File: config.mk
export PLATFORM = sky130hd
export DESIGN_NAME = bus_activity_monitor_flat
export DESIGN_NICKNAME = d
export VERILOG_FILES = /design/src/rtl/bus_activity_monitor_if.sv /design/src/rtl/bus_activity_monitor.sv /design/src/flat_wrapper.sv
export SDC_FILE = /design/constraint.sdc
export NUM_CORES = 1
export LEC_CHECK = 0
export BUFFER_PORTS_ARGS = -buffer_cell sky130_fd_sc_hd__buf_2
export CAP_MARGIN = 10
export CORE_MARGIN = 1.5
export CORE_UTILIZATION = 45
export CTS_CLUSTER_SIZE = 8
export DETAILED_ROUTE_END_ITERATION = 16
export HOLD_SLACK_MARGIN = 0.02
export PLACE_DENSITY_LB_ADDON = 0.12
export SLEW_MARGIN = 20
export SYNTH_ARGS = -nofsm -noshare
export SYNTH_HDL_FRONTEND = slang
export SYNTH_SLANG_ARGS = --single-unit
File: constraint.sdc
create_clock -name clock -period 13.2 [get_ports clock]
set_clock_uncertainty 0.15 [all_clocks]
set_input_delay 1.98 -clock clock [delete_from_list [all_inputs] [get_ports clock]]
set_output_delay 1.98 -clock clock [all_outputs]
set_load 0.1 [all_outputs]
File: src/rtl/bus_activity_monitor_if.sv
// ============================================================================
// Module  : bus_activity_monitor_if
// Purpose : Groups the observed bus strobes, the custom-instruction slot and
//           the monitor outputs into one bundle.
// Ports   : beginTransaction, endTransaction, dataValid, busError,
//           readNotWrite (bus, observed only); start, ciN, valueA, valueB
//           (CI request); busIdle, busTimeout, done, result (monitor outputs).
//           master = bus/CPU side, slave = the monitor.
// Revision: 1.0 - initial release
// ============================================================================
`default_nettype none

interface bus_activity_monitor_if;
  logic        beginTransaction;
  logic        endTransaction;
  logic        dataValid;
  logic        busError;
  logic        readNotWrite;
  logic        start;
  logic [7:0]  ciN;
  logic [31:0] valueA;
  logic [31:0] valueB;
  logic        busIdle;
  logic        busTimeout;
  logic        done;
  logic [31:0] result;

  modport master (
    output beginTransaction, endTransaction, dataValid, busError, readNotWrite,
    output start, ciN, valueA, valueB,
    input  busIdle, busTimeout, done, result
  );

  modport slave (
    input  beginTransaction, endTransaction, dataValid, busError, readNotWrite,
    input  start, ciN, valueA, valueB,
    output busIdle, busTimeout, done, result
  );
endinterface

`default_nettype wire

File: src/rtl/bus_activity_monitor.sv
// ============================================================================
// Module  : bus_activity_monitor
// Purpose : Passive bus observer. Tracks transaction boundaries (IDLE/ACTIVE)
//           to produce busIdle for the profiler, forces a timeout after
//           TIMEOUT_CYCLES ACTIVE cycles, and keeps four statistics
//           (reads, writes, data beats, errors) behind a CI slot.
// Ports   : clock, reset (async, active-high)
//           bus   - bus_activity_monitor_if.slave (strobes in, CI in,
//                   busIdle/busTimeout/done/result out)
// Revision: 1.0 - initial release
// ============================================================================
`default_nettype none

module bus_activity_monitor #(
  parameter logic [7:0] customId       = 8'h01,
  parameter int         TIMEOUT_CYCLES = 1023   // legal 2..65535
) (
  input  wire logic              clock,
  input  wire logic              reset,
  bus_activity_monitor_if.slave  bus
);

  localparam logic [15:0] TIMER_LAST = 16'(TIMEOUT_CYCLES - 1);

  typedef enum logic [0:0] {
    IDLE   = 1'b0,
    ACTIVE = 1'b1
  } state_t;

  state_t      state_q;
  logic [15:0] timer_q;
  logic        busTimeout_q;
  logic        done_q;
  logic [31:0] result_q;
  logic        enable_q, enable_d;
  logic [31:0] stats_q [4];
  logic [31:0] stats_d [4];

  logic isMe;
  logic accepted;
  logic inActive;
  logic errHit;
  logic timeoutHit;

  always_comb begin
    isMe       = bus.start && (bus.ciN == customId);
    accepted   = (state_q == IDLE) && bus.beginTransaction;
    inActive   = (state_q == ACTIVE);
    errHit     = inActive && bus.busError;
    // A timeout only fires when no strobe already closes the transaction.
    timeoutHit = inActive && !bus.busError && !bus.endTransaction &&
                 (timer_q == TIMER_LAST);
  end

  // Transaction FSM; busTimeout is registered alongside the state.
  always_ff @(posedge clock or posedge reset) begin
    if (reset) begin
      state_q      <= IDLE;
      timer_q      <= 16'd0;
      busTimeout_q <= 1'b0;
    end else begin
      busTimeout_q <= 1'b0;
      case (state_q)
        IDLE: begin
          // begin+end together is a complete one-cycle transaction.
          if (bus.beginTransaction && !bus.endTransaction) begin
            state_q <= ACTIVE;
            timer_q <= 16'd0;
          end
        end
        ACTIVE: begin
          if (bus.busError || bus.endTransaction) begin
            state_q <= IDLE;
          end else if (timer_q == TIMER_LAST) begin
            state_q      <= IDLE;
            busTimeout_q <= 1'b1;
          end else begin
            timer_q <= timer_q + 16'd1;
          end
        end
        default: state_q <= IDLE;
      endcase
    end
  end

  // Statistics next-state: increments gated by enable, clear overrides them.
  always_comb begin
    for (int i = 0; i < 4; i++) stats_d[i] = stats_q[i];
    if (enable_q) begin
      if (accepted && bus.readNotWrite)  stats_d[0] = stats_q[0] + 32'd1;
      if (accepted && !bus.readNotWrite) stats_d[1] = stats_q[1] + 32'd1;
      if (inActive && bus.dataValid)     stats_d[2] = stats_q[2] + 32'd1;
      if (errHit || timeoutHit)          stats_d[3] = stats_q[3] + 32'd1;
    end
    if (isMe && bus.valueB[2]) begin
      for (int i = 0; i < 4; i++) stats_d[i] = 32'd0;
    end
  end

  // Disable wins over enable when both are requested.
  always_comb begin
    enable_d = enable_q;
    if (isMe && bus.valueB[1])      enable_d = 1'b0;
    else if (isMe && bus.valueB[0]) enable_d = 1'b1;
  end

  always_ff @(posedge clock or posedge reset) begin
    if (reset) begin
      for (int i = 0; i < 4; i++) stats_q[i] <= 32'd0;
      enable_q <= 1'b0;
      done_q   <= 1'b0;
      result_q <= 32'd0;
    end else begin
      for (int i = 0; i < 4; i++) stats_q[i] <= stats_d[i];
      enable_q <= enable_d;
      done_q   <= isMe;
      // Result reflects the statistic before this cycle's clear/increment.
      result_q <= isMe ? stats_q[bus.valueA[1:0]] : 32'd0;
    end
  end

  assign bus.busIdle    = (state_q == IDLE);
  assign bus.busTimeout = busTimeout_q;
  assign bus.done       = done_q;
  assign bus.result     = result_q;

  // Operand bits with no function in this block.
  logic unused_bits;
  assign unused_bits = ^{bus.valueA[31:2], bus.valueB[31:3]};

endmodule

`default_nettype wire

File: src/flat_wrapper.sv
// flat-port wrapper written by rule: the top's interface ports become plain ports
module bus_activity_monitor_flat 
#(
  parameter logic [7:0] customId       = 8'h01,
  parameter int         TIMEOUT_CYCLES = 1023                    
)
  (clock, reset, bus_beginTransaction, bus_endTransaction, bus_dataValid, bus_busError, bus_readNotWrite, bus_start, bus_ciN, bus_valueA, bus_valueB, bus_busIdle, bus_busTimeout, bus_done, bus_result);
  bus_activity_monitor_if bus_i ();
  input  wire logic clock;
  input  wire logic reset;
  input wire logic [$bits(bus_i.beginTransaction)-1:0] bus_beginTransaction;
  input wire logic [$bits(bus_i.endTransaction)-1:0] bus_endTransaction;
  input wire logic [$bits(bus_i.dataValid)-1:0] bus_dataValid;
  input wire logic [$bits(bus_i.busError)-1:0] bus_busError;
  input wire logic [$bits(bus_i.readNotWrite)-1:0] bus_readNotWrite;
  input wire logic [$bits(bus_i.start)-1:0] bus_start;
  input wire logic [$bits(bus_i.ciN)-1:0] bus_ciN;
  input wire logic [$bits(bus_i.valueA)-1:0] bus_valueA;
  input wire logic [$bits(bus_i.valueB)-1:0] bus_valueB;
  output wire logic [$bits(bus_i.busIdle)-1:0] bus_busIdle;
  output wire logic [$bits(bus_i.busTimeout)-1:0] bus_busTimeout;
  output wire logic [$bits(bus_i.done)-1:0] bus_done;
  output wire logic [$bits(bus_i.result)-1:0] bus_result;
  assign bus_i.beginTransaction = bus_beginTransaction;
  assign bus_i.endTransaction = bus_endTransaction;
  assign bus_i.dataValid = bus_dataValid;
  assign bus_i.busError = bus_busError;
  assign bus_i.readNotWrite = bus_readNotWrite;
  assign bus_i.start = bus_start;
  assign bus_i.ciN = bus_ciN;
  assign bus_i.valueA = bus_valueA;
  assign bus_i.valueB = bus_valueB;
  assign bus_busIdle = bus_i.busIdle;
  assign bus_busTimeout = bus_i.busTimeout;
  assign bus_done = bus_i.done;
  assign bus_result = bus_i.result;
  bus_activity_monitor #(.customId(customId), .TIMEOUT_CYCLES(TIMEOUT_CYCLES)) u_core (.clock(clock), .reset(reset), .bus(bus_i));
endmodule
# Word level (Yosys, flattened, before mapping)
# Index checks and enable logic that the tools add are counted.
[op_classes]
reduce_logical = 29
n_mux = 23
n_addsub = 5
bitwise = 2
eq_ne = 5
magnitude_cmp = 1
[ops]
columns = ["operator", "n"]
rows = [
  ["2-to-1 mux 128 bit", 2],
  ["2-to-1 mux 32 bit", 7],
  ["adder 32 x 1 -> 32 bit (second input constant)", 4],
  ["binary-select mux 32 bit (select 2 bit)", 1],
  ["2-to-1 mux 16 bit", 3],
  ["one-hot mux 16 bit (2 select lines)", 1],
  ["adder 16 x 1 -> 16 bit (second input constant)", 1],
  ["== test 16 x 10 -> 1 bit (second input constant)", 1],
  ["logical AND 1 bit", 13],
  ["nonzero test 2 bit", 6],
  ["== test 8 x 1 -> 1 bit (second input constant)", 1],
  ["2-to-1 mux 1 bit", 8],
  ["AND reduction 2 bit", 4],
  ["inequality test 2 bit (second input constant)", 2],
  [">= comparator 3 bit (second input constant)", 1],
  ["zero test 1 bit", 3],
  ["NOT 2 -> 3 bit", 1],
  ["AND reduction 3 bit", 1],
  ["logical OR 1 bit", 2],
  ["inequality test 2 x 1 -> 1 bit (second input constant)", 1],
  ["one-hot mux 1 bit (2 select lines)", 1],
  ["NOT 1 bit", 1],
]
[totals]
wordCells = 75
out_inout_bits = 35
regBits = 180
inputBits = 80

# Depth between registers and ports, before layout
# Gate-level depths: netlist of run 1.
[depth]
depth_word = 8
depth_mapped = 10
depth_no_buf = 7

# Least setup slack after synthesis of run 1
# OpenSTA, ideal clock, no wires.
[synth_timing]
path_kind = "input port to flip-flop"
startpoint = "in bus_ciN[3]"
endpoint = "reg u_core.stats_q[0] (netlist name)"
arrival_ns = 3.600
path_buffers = 4
required_ns = 12.918
stages = 8
setup_slack_ns = 9.319
setup_ns = 0.132
cell_sequence = "nor4_1 and4b_1 clkbuf_1 and2_1 clkbuf_1 clkbuf_1 clkbuf_1 nor2_1"
[synth_via]
elab_chain_cells = 5
elab_cells_between_ends = 7
cone_classes = "1 x eq/ne; 1 x mux; 5 x reduce/logical"
[synth_lines]
columns = ["item", "line", "source"]
rows = [
  ["start: declaration", "flat_wrapper.sv:17", "input wire logic [$bits(bus_i.ciN)-1:0] bus_ciN;"],
  ["== test 8 x 1 -> 1 bit (*)", "bus_activity_monitor.sv:46", "isMe = bus.start && (bus.ciN == customId);"],
  ["logical AND 1 bit (*)", "bus_activity_monitor.sv:46", ""],
  ["logical AND 1 bit (*)", "bus_activity_monitor.sv:95", "if (isMe && bus.valueB[2]) begin"],
  ["nonzero test 2 bit (no source line)", "--", ""],
  ["AND reduction 2 bit (no source line)", "--", ""],
  ["end: declaration", "bus_activity_monitor.sv:36", "logic [31:0] stats_q [4];"],
]
# Every way passes the cells marked *; elsewhere a longest branch is shown, timed or not.
# A chain may end at the register's enable or synchronous reset.

# Final worst setup path of run 1
[layout_timing]
startpoint = "in bus_ciN[3]"
endpoint = "reg u_core.stats_q[111] (netlist name)"
# The elaborated chain is that of the path after synthesis.

==> results of run 1 <==
worst paths after layout:
path | from | endpoint | slack, ns
max in group asynchronous | reset | u_core.stats_q[62] | 9.89
worst min-delay path | u_core.timer_q[12] | u_core.timer_q[12] | 0.37
worst min register to register | u_core.timer_q[12] | u_core.timer_q[12] | 0.37
worst max-delay path | bus_ciN[3] | u_core.stats_q[111] | 8.57
worst max register to register | u_core.timer_q[0] | u_core.stats_q[30] | 10.01
min in group asynchronous | reset | u_core.bus.result[12] | 1.55
stage by stage:
stage                     instance area [um^2]  hold slack (ns)
after CTS                                10400            0.362
final                                    10400            0.366
after global routing                     10400            0.395
after floorplan                           9260            0.312
after global placement                    9780            0.350
after detailed placement                  9780            0.351
power groups by stage:
stage	Sequential [W]	Combinational (W)	Clock, W
global route	0.000566	0.0000496	0.000564
detailed placement	0.000575	0.0000448	0
floorplan	0.000573	0.0000329	0
finish	0.000565	0.0000432	0.000530
CTS	0.000565	0.0000450	0.000541
global placement	0.000575	0.0000446	0
cell usage after synthesis, types with 2 or more instances:
| cell type | number |
|---|---|
| nor2_1 | 101 |
| xnor2_1 | 40 |
| nor3b_1 | 5 |
| nand4b_1 | 2 |
| o21ai_0 | 33 |
| buf_1 | 4 |
| nor4b_1 | 3 |
| and2_1 | 38 |
| mux2i_1 | 3 |
| nand2_1 | 43 |
| nor4bb_1 | 2 |
| xor2_1 | 46 |
| a21oi_1 | 47 |
| clkbuf_1 | 41 |
| o31ai_1 | 14 |
| and3_1 | 24 |
| nor4_2 | 2 |
| o211ai_1 | 5 |
| mux4_2 | 32 |
| or4_1 | 13 |
| or3_1 | 32 |
| and4_1 | 17 |
| ha_1 | 6 |
| buf_6 | 2 |
| o2111ai_1 | 2 |
| nor4_1 | 12 |
| nor3_1 | 15 |
| inv_1 | 19 |
| a41o_1 | 2 |
| or2_2 | 3 |
| o21a_1 | 3 |
| o31a_1 | 2 |
| nand4_1 | 48 |
| nand3_1 | 51 |
| dfrtp_1 | 180 |
routing by layer:
layer	routed length [um]	vias to the layer above	track usage [%]
li1	-	3342	-
met4	366	0	6.67
met2	10100	142	33.4
met5	0	-	0
met3	953	26	4.34
met1	10600	3487	31.3
cell type report:
class / count / area, um^2 / area share, %
multi-input combinational: 653 / 4520 / 43.5
sequential: 180 / 4500 / 43.4
clock buffer: 19 / 453 / 4.36
tap: 270 / 338 / 3.25
timing repair buffer: 63 / 335 / 3.23
clock inverter: 13 / 156 / 1.51
inverter: 19 / 78.8 / 0.759
registers in the layout (all words and copies together) (netlist names):
register and count:
u_core.timer_q 16, u_core.enable_q 1, u_core.stats_q 128, u_core.bus.busTimeout 1, u_core.bus.done 1, u_core.inActive 1, u_core.bus.result 32
kinds of logic after synthesis:
kind of cell	after synthesis	synth area share [%]
fa+ha+maj	6	0.810
flops	180	48.6
xor+xnor	86	8.13
simple gates	416	24.6
buf+inv	67	2.89
compound gates	110	6.86
mux	35	8.10
worst max-delay path: cells and delay by family:
kind | cells | cell delay, ns
buffers and inverters | 3 | 1.29
AND/OR/NAND/NOR | 5 | 1.46
==> flow_summary.json, run 1 <==
{
  "dp_hpwl_um": 14500,
  "syn2layout_area_growth_pct": 12.1,
  "max-vdd-ir-drop_v": 0.0000877,
  "mostFrequentLayoutCells": "dfrtp_1 (180), nor2_1 (101), buf_2 (55), nand3_1 (51), nand4_1 (48)",
  "ys_ff_latch": 180,
  "antenna_found_initial": 0,
  "maxSlewHeadroom_pct": 30.8,
  "pre_cts_slack_ns": 8.02,
  "syn_avg_cell_area_um2": 10.3,
  "fmaxAchievable_mhz": 216,
  "ys_types": 43,
  "ys.flop_type": "dfrtp_1",
  "drc": 0,
  "die_h_um": 146,
  "path_cells": "buf_2, nor4_1, and4b_1, buf_4, and2_4, buf_4, or4_1, nand2_1",
  "start_kind": "input port",
  "synthCells": 900,
  "final_antenna_net_count": 0,
  "worstSetupPathType": "in -> reg",
  "slew_violations": 0,
  "num_io_pins": 115,
  "vias": 6997,
  "combPwrFrac_pct": 3.8,
  "clkSlewWorstSetupHoldPaths_ns": 0.07,
  "fillers": 1819,
  "firstDrtPassIters": 5,
  "track_usage_pct": 21.8,
  "p_per_area_mw_per_mm2": 110,
  "crit_required_ns": 13.37,
  "p_total_w": 0.00114,
  "timing.final.crit_share_pct": 35.1,
  "period_needed_ns": 4.63,
  "synth_area_leaders": "dfrtp_1 (49%), mux4_2 (7.8%), xor2_1 (4.3%)",
  "grt_pass1_vias": 6703,
  "cp_max_fo": 95,
  "postCtsSetupRepairBufs": 0,
  "antenna_cells": 0,
  "rows": 52,
  "p_int_w": 0.000880,
  "reg2reg_depth": 7,
  "setup_viol": 0,
  "cts_buffers": 17,
  "root_buffer": "clkbuf_16",
  "critPathSlowestCell": "buf_4",
  "maxCapViolations": 0,
  "cts_tree": "done",
  "fin_cells": 1217,
  "tightestPinTransition_ns": 1.04,
  "switching_share_pct": 22.6,
  "cpMostUsedCell": "buf_4",
  "die_area_mm2": 0.0215,
  "port_buffers": 55,
  "postRouteWirelength_um": 22000,
  "synth-seq-area-share_pct": 48.6,
  "netlist_area_mm2": 0.00926,
  "hold_depth": 1,
  "cp.arrival_ns": 4.80,
  "synth_edf_count": 0,
  "cts_resized": 0,
  "fp.dieW_um": 146,
  "cpPeakStageDelay_ns": 0.86,
  "clockPowerShare_pct": 46.5,
  "gp_congestion": 0.817,
  "synth.net_count": 986,
  "core_mm2": 0.0202,
  "grt_max_degree": 108,
  "cp-end-kind": "flip-flop",
  "grt_pass1_wl_um": 36600,
  "drive_gt1_share_pct": 14.9,
  "synth_area_leader_cell": "dfrtp_1",
  "finalSetupTns_ns": 0,
  "placedCellCount": 1185,
  "grt-ovfl-total": 0,
  "seq_power_share_pct": 49.7,
  "start_util_pct": 45.8,
  "cts_buffer_depth": 2,
  "viasPerCell": 5.75,
  "fin_ws_ns": 8.57,
  "synth_top_area_share_pct": 48.6,
  "p_leak_nw": 4.59,
  "routedWlPerCell_um": 18.1,
  "nets": 1020,
  "switchingPower_w": 0.000258,
  "min_path_type": "reg -> reg",
  "clock-sinks": 180,
  "rsz0062_at_grt": "false",
  "async_reset_ff_share_pct": 100,
  "hold_buffers": 0,
  "drtIter0Drc": 380,
  "layout_commonest_cell": "dfrtp_1",
  "utilization_pct": 51.3,
  "status": "completed",
  "clk_latency_ns": 0.43,
  "cts.htree.levels": 4,
  "hold_viol": 0,
  "yosys_warnings": 0
}
Note: power is estimated with default switching activity, not from simulation.
==> inputs of run 2 (changes only) <==
==> constraint.sdc (replaced) <==
create_clock -name clock -period 4.11 [get_ports clock]
set_clock_uncertainty 0.15 [all_clocks]
set_input_delay 0.6165 -clock clock [delete_from_list [all_inputs] [get_ports clock]]
set_output_delay 0.6165 -clock clock [all_outputs]
set_load 0.1 [all_outputs]
==> run 2 against run 1 <==
Net effect:
- worst setup slack lost 7.6 ns
- clock-buffer cell count increased by 3
- largest cell class unchanged
- via count rose by 0.89%
- sequential share of layout area is 0.19 points lower
- register-to-register slack got worse by 9.1 ns
- non-clock buffer count increased by 7
- total power grew to 3.1 times the previous value
- design area grew 0.43%
- combinational power rose to 3.3 times the previous value
- highest routed layer unchanged
- die area did not move
- first-iteration DRC count increased by 51%
==> flow_summary.json, run 2 (synthesis gave the netlist of run 1 again) <==
{
  "clkSlewWorstSetupHoldPaths_ns": 0.07,
  "drive_gt1_share_pct": 15.5,
  "cts_buffer_depth": 2,
  "status": "completed",
  "worstSetupPathType": "reg -> reg",
  "dr_wl_met3_um": 1150,
  "drt-met1-wl_um": 10700,
  "cts_resized": 0,
  "cp.arrival_ns": 3.36,
  "postRouteWirelength_um": 22200,
  "mostFrequentLayoutCells": "dfrtp_1 (180), nor2_1 (101), buf_2 (55), nand3_1 (51), nand4_1 (48)",
  "seq_power_share_pct": 51.5,
  "antenna_cells": 0,
  "drc": 0,
  "hold_buffers": 0,
  "cp-end-kind": "flip-flop",
  "max-vdd-ir-drop_v": 0.000255,
  "finalSetupTns_ns": 0,
  "fmaxAchievable_mhz": 316,
  "grt_pass1_wl_um": 36700,
  "combPwrFrac_pct": 4.0,
  "wl_met2_um": 10000,
  "p_per_area_mw_per_mm2": 338,
  "maxSlewHeadroom_pct": 35.3,
  "num_io_pins": 115,
  "start_util_pct": 45.8,
  "r2r_start": "u_core.timer_q[0]",
  "clk_latency_ns": 0.43,
  "hold_viol": 0,
  "core_mm2": 0.0202,
  "clockPowerShare_pct": 44.4,
  "cts_tree": "done",
  "fin_cells": 1224,
  "clock-sinks": 180,
  "routedWlPerCell_um": 18.1,
  "track_usage_pct": 21.8,
  "fin_worst_hold_slack_ns": 0.127,
  "cp_max_fo": 29,
  "drtIter0Drc": 575,
  "die_area_mm2": 0.0215,
  "min_path_type": "in -> async",
  "largest_register_ffs": 128,
  "tightestPinTransition_ns": 0.970,
  "rsz0062_at_grt": "false",
  "start_kind": "flip-flop",
  "p_int_w": 0.00270,
  "regMostFlops": "u_core.stats_q",
  "switching_share_pct": 23.4,
  "final_area_mm2": 0.0104,
  "gp_congestion": 0.803,
  "fp.dieW_um": 146,
  "cts_buffers": 17,
  "firstDrtPassIters": 5,
  "cts.htree.levels": 4,
  "grt_max_degree": 73,
  "grt-ovfl-total": 0,
  "root_buffer": "clkbuf_16",
  "placedCellCount": 1192,
  "place_area_mm2": 0.00986,
  "period_needed_ns": 3.16,
  "dr.max_layer_used": "met4",
  "setup_viol": 0,
  "switchingPower_w": 0.000824,
  "nets": 1027,
  "final_antenna_net_count": 0,
  "grt_pass1_vias": 6666,
  "dp_hpwl_um": 14900,
  "timing.final.crit_share_pct": 77.0,
  "maxCapViolations": 0,
  "rows": 52,
  "crit_start": "u_core.timer_q[0]",
  "layout_commonest_cell": "dfrtp_1",
  "postCtsSetupRepairBufs": 0,
  "fillers": 1839,
  "viasPerCell": 5.77,
  "die_h_um": 146,
  "slew_violations": 0,
  "p_leak_nw": 4.58,
  "vias": 7059,
  "port_buffers": 55,
  "syn2layout_area_growth_pct": 12.6,
  "crit_required_ns": 4.31,
  "antenna_found_initial": 0
}
## run 2: cell types whose count changed in the layout (fill, tap and decap cells not counted), sizes merged
cell,previous run,this run
clkinvlp,2,6
inv,20,19
clkbuf,19,22
clkinv,7,4
buf,63,70
bufinv,3,0
## run 2: worst max-delay path, cell delays in order (launching register included)
cell     delay (ns)
dfrtp_1        0.41
inv_1          0.10
ha_1           0.14
or4b_4         0.47
or4_4          0.60
o21a_1         0.52
or4_1          0.54
a21oi_1        0.15
## run 2: cell type report
cell class	count	area, um^2	share of cell area, %
clock buffer	22	494	4.74
clock inverter	10	73.8	0.708
inverter	19	75.1	0.720
multi-input combinational	653	4520	43.3
sequential	180	4500	43.2
tap	270	338	3.24
timing repair buffer	70	425	4.08
## run 2: final timing paths
kind,slack (ns),endpoint,cells after the start
setup / recovery,0.95,u_core.stats_q[30],7
hold / removal,0.13,u_core.stats_q[105],2
setup reg to reg,0.95,u_core.stats_q[30],7
hold reg to reg,0.36,u_core.timer_q[12],1
max in group asynchronous,2.87,u_core.stats_q[7],3
min in group clock,0.19,u_core.enable_q,2
## run 2: power groups by stage
| stage | Clock (W) | Sequential [W] | Combinational (W) |
|---|---|---|---|
| 2_1_floorplan | 0 | 0.00184 | 0.000106 |
| 3_5_place_dp | 0 | 0.00185 | 0.000148 |
| 3_3_place_gp | 0 | 0.00185 | 0.000146 |
| 6_report | 0.00157 | 0.00181 | 0.000143 |
| 4_1_cts | 0.00160 | 0.00181 | 0.000148 |
| 5_1_grt | 0.00167 | 0.00182 | 0.000163 |
## run 2: through the flow
stage / setup WS (ns) / total power [W] / util, %
6_report: 0.947 / 0.00352 / 51.6
4_1_cts: 0.920 / 0.00356 / 51.5
3_3_place_gp: 0.982 / 0.00199 / 48.7
5_1_grt: 0.717 / 0.00365 / 51.6
2_1_floorplan: 1.03 / 0.00195 / -
3_5_place_dp: 0.936 / 0.00200 / 48.7
## run 2: layer usage
| metal | GRT usage (%) | vias up |
|---|---|---|
| li1 | - | 3357 |
| met1 | 31.4 | 3509 |
| met2 | 33.0 | 165 |
| met3 | 4.97 | 28 |
| met4 | 6.21 | 0 |
| met5 | 0 | - |
==> inputs of run 3 (changes only) <==
==> constraint.sdc (replaced) <==
create_clock -name clock -period 3.3 [get_ports clock]
set_clock_uncertainty 0.15 [all_clocks]
set_input_delay 0.495 -clock clock [delete_from_list [all_inputs] [get_ports clock]]
set_output_delay 0.495 -clock clock [all_outputs]
set_load 0.1 [all_outputs]
==> run 3 against run 2 <==
Net effect:
- combinational power up 30%
- first-iteration DRC count down 8.7%
- total power up 28%
- sequential share of layout area down 0.68 points
- critical endpoint is now u_core.stats_q[17]
- routed wire length up 1.3%
- sequential power up 25%
- design area up 1.6%
- clock power up 31%
- core utilization up 0.82 points
- largest cell class unchanged
==> flow_summary.json, run 3 (synthesis gave the netlist of run 1 again) <==
{
  "period_needed_ns": 2.90,
  "regMostFlops": "u_core.stats_q",
  "nets": 1045,
  "num_io_pins": 115,
  "gp_congestion": 0.843,
  "hold_viol": 0,
  "cp.arrival_ns": 3.10,
  "hold_buffers": 0,
  "routedWlPerCell_um": 18.1,
  "tightestPinTransition_ns": 0.837,
  "p_leak_nw": 4.69,
  "combPwrFrac_pct": 4.1,
  "cts.htree.levels": 4,
  "fmaxAchievable_mhz": 345,
  "track_usage_pct": 22.1,
  "port_buffers": 55,
  "postRouteWirelength_um": 22400,
  "fillers": 1822,
  "clockPowerShare_pct": 45.7,
  "maxCapViolations": 0,
  "drive_gt1_share_pct": 17.0,
  "syn2layout_area_growth_pct": 14.4,
  "status": "completed",
  "max-vdd-ir-drop_v": 0.000358,
  "rows": 52,
  "mostFrequentLayoutCells": "dfrtp_1 (180), nor2_1 (101), buf_2 (55), nand3_1 (51), nand4_1 (48)",
  "finalSetupTns_ns": 0,
  "antenna_found_initial": 0,
  "clk_latency_ns": 0.43,
  "worstSetupPathType": "reg -> reg",
  "root_buffer": "clkbuf_16",
  "core_mm2": 0.0202,
  "crit_required_ns": 3.50,
  "firstDrtPassIters": 5,
  "largest_register_ffs": 128,
  "drtIter0Drc": 525,
  "final_antenna_net_count": 0,
  "rsz0062_at_grt": "false",
  "p_int_w": 0.00348,
  "cp_max_fo": 17,
  "cts_buffers": 17,
  "switching_share_pct": 22.7,
  "cts_buffer_depth": 2,
  "postCtsSetupRepairBufs": 0,
  "final_area_mm2": 0.0106,
  "switchingPower_w": 0.00102,
  "antenna_cells": 0,
  "vias": 7177,
  "die_h_um": 146,
  "grt_pass1_wl_um": 37300,
  "clock-sinks": 180,
  "setup_viol": 0,
  "slew_violations": 0,
  "p_per_area_mw_per_mm2": 425,
  "grt_max_degree": 46,
  "die_area_mm2": 0.0215,
  "seq_power_share_pct": 50.2,
  "viasPerCell": 5.78,
  "start_util_pct": 45.8,
  "cts_tree": "done",
  "cp-end-kind": "flip-flop",
  "timing.final.crit_share_pct": 87.9,
  "fp.dieW_um": 146,
  "min_path_type": "in -> async",
  "clkSlewWorstSetupHoldPaths_ns": 0.07,
  "cts_resized": 0,
  "grt_pass1_vias": 6850,
  "grt-ovfl-total": 0,
  "dp_hpwl_um": 15700,
  "layout_commonest_cell": "dfrtp_1",
  "start_kind": "flip-flop",
  "p_total_w": 0.00450,
  "place_area_mm2": 0.0100,
  "maxSlewHeadroom_pct": 44.0,
  "drc": 0
}
## run 3: changes by cell type in the layout (fill, tap and decap cells not counted), sizes merged
cell and change:
buf +18, bufinv +2, clkbuf -1, clkinv +1, clkinvlp -3, inv +1
## run 3: layout make-up
type	count	area [um^2]	share of cell area [%]
multi-input combinational	653	4510	42.6
sequential	180	4500	42.5
timing repair buffer	88	573	5.41
clock buffer	21	470	4.44
tap	270	338	3.19
clock inverter	11	125	1.18
inverter	19	75.1	0.708
## run 3: power by group through the flow
stage	clock [W]	sequential [W]	combinational, W
after floorplan	0	0.00229	0.000132
final	0.00206	0.00226	0.000186
after CTS	0.00211	0.00226	0.000193
after global placement	0	0.00230	0.000190
after global routing	0.00219	0.00226	0.000214
after detailed placement	0	0.00230	0.000191
## run 3: per-stage QoR
stage                     instances  utilization (%)  worst slack (ns)  hold slack, ns
after detailed placement       1210             49.4             0.403           0.353
after global routing           1242             52.4             0.146          0.0578
after CTS                      1242             52.4             0.378          0.0459
after floorplan                 900                -             0.346           0.312
final                          1242             52.4             0.400          0.0334
after global placement         1210             49.4             0.424           0.357
## run 3: critical path: stages (launching register included)
cell and delay [ns]:
dfrtp_1 0.41, inv_1 0.10, ha_1 0.14, or4b_4 0.47, nor4_2 0.37, a31oi_2 0.39, buf_4 0.30, or3_1 0.35
a21oi_1 0.14
## run 3: final timing paths
path	slack, ns	endpoint	start	cells past startpoint
worst max-delay path	0.40	u_core.stats_q[17]	u_core.timer_q[0]	8
worst min register to register	0.37	u_core.timer_q[4]	u_core.timer_q[4]	1
worst max register to register	0.40	u_core.stats_q[17]	u_core.timer_q[0]	8
max in group asynchronous	2.26	u_core.bus.result[7]	reset	3
min in group clock	0.07	u_core.enable_q	bus_valueB[1]	2
worst min-delay path	0.03	u_core.stats_q[45]	reset	2
## run 3: metal layers
layer  global-route usage [%]  vias up  part of all wire [%]
li1                         -     3389                     -
met1                     32.9     3587                    49
met2                     33.2      178                    45
met3                     3.88       23                   4.3
met4                     6.26        0                   1.3
met5                        0        -                     0
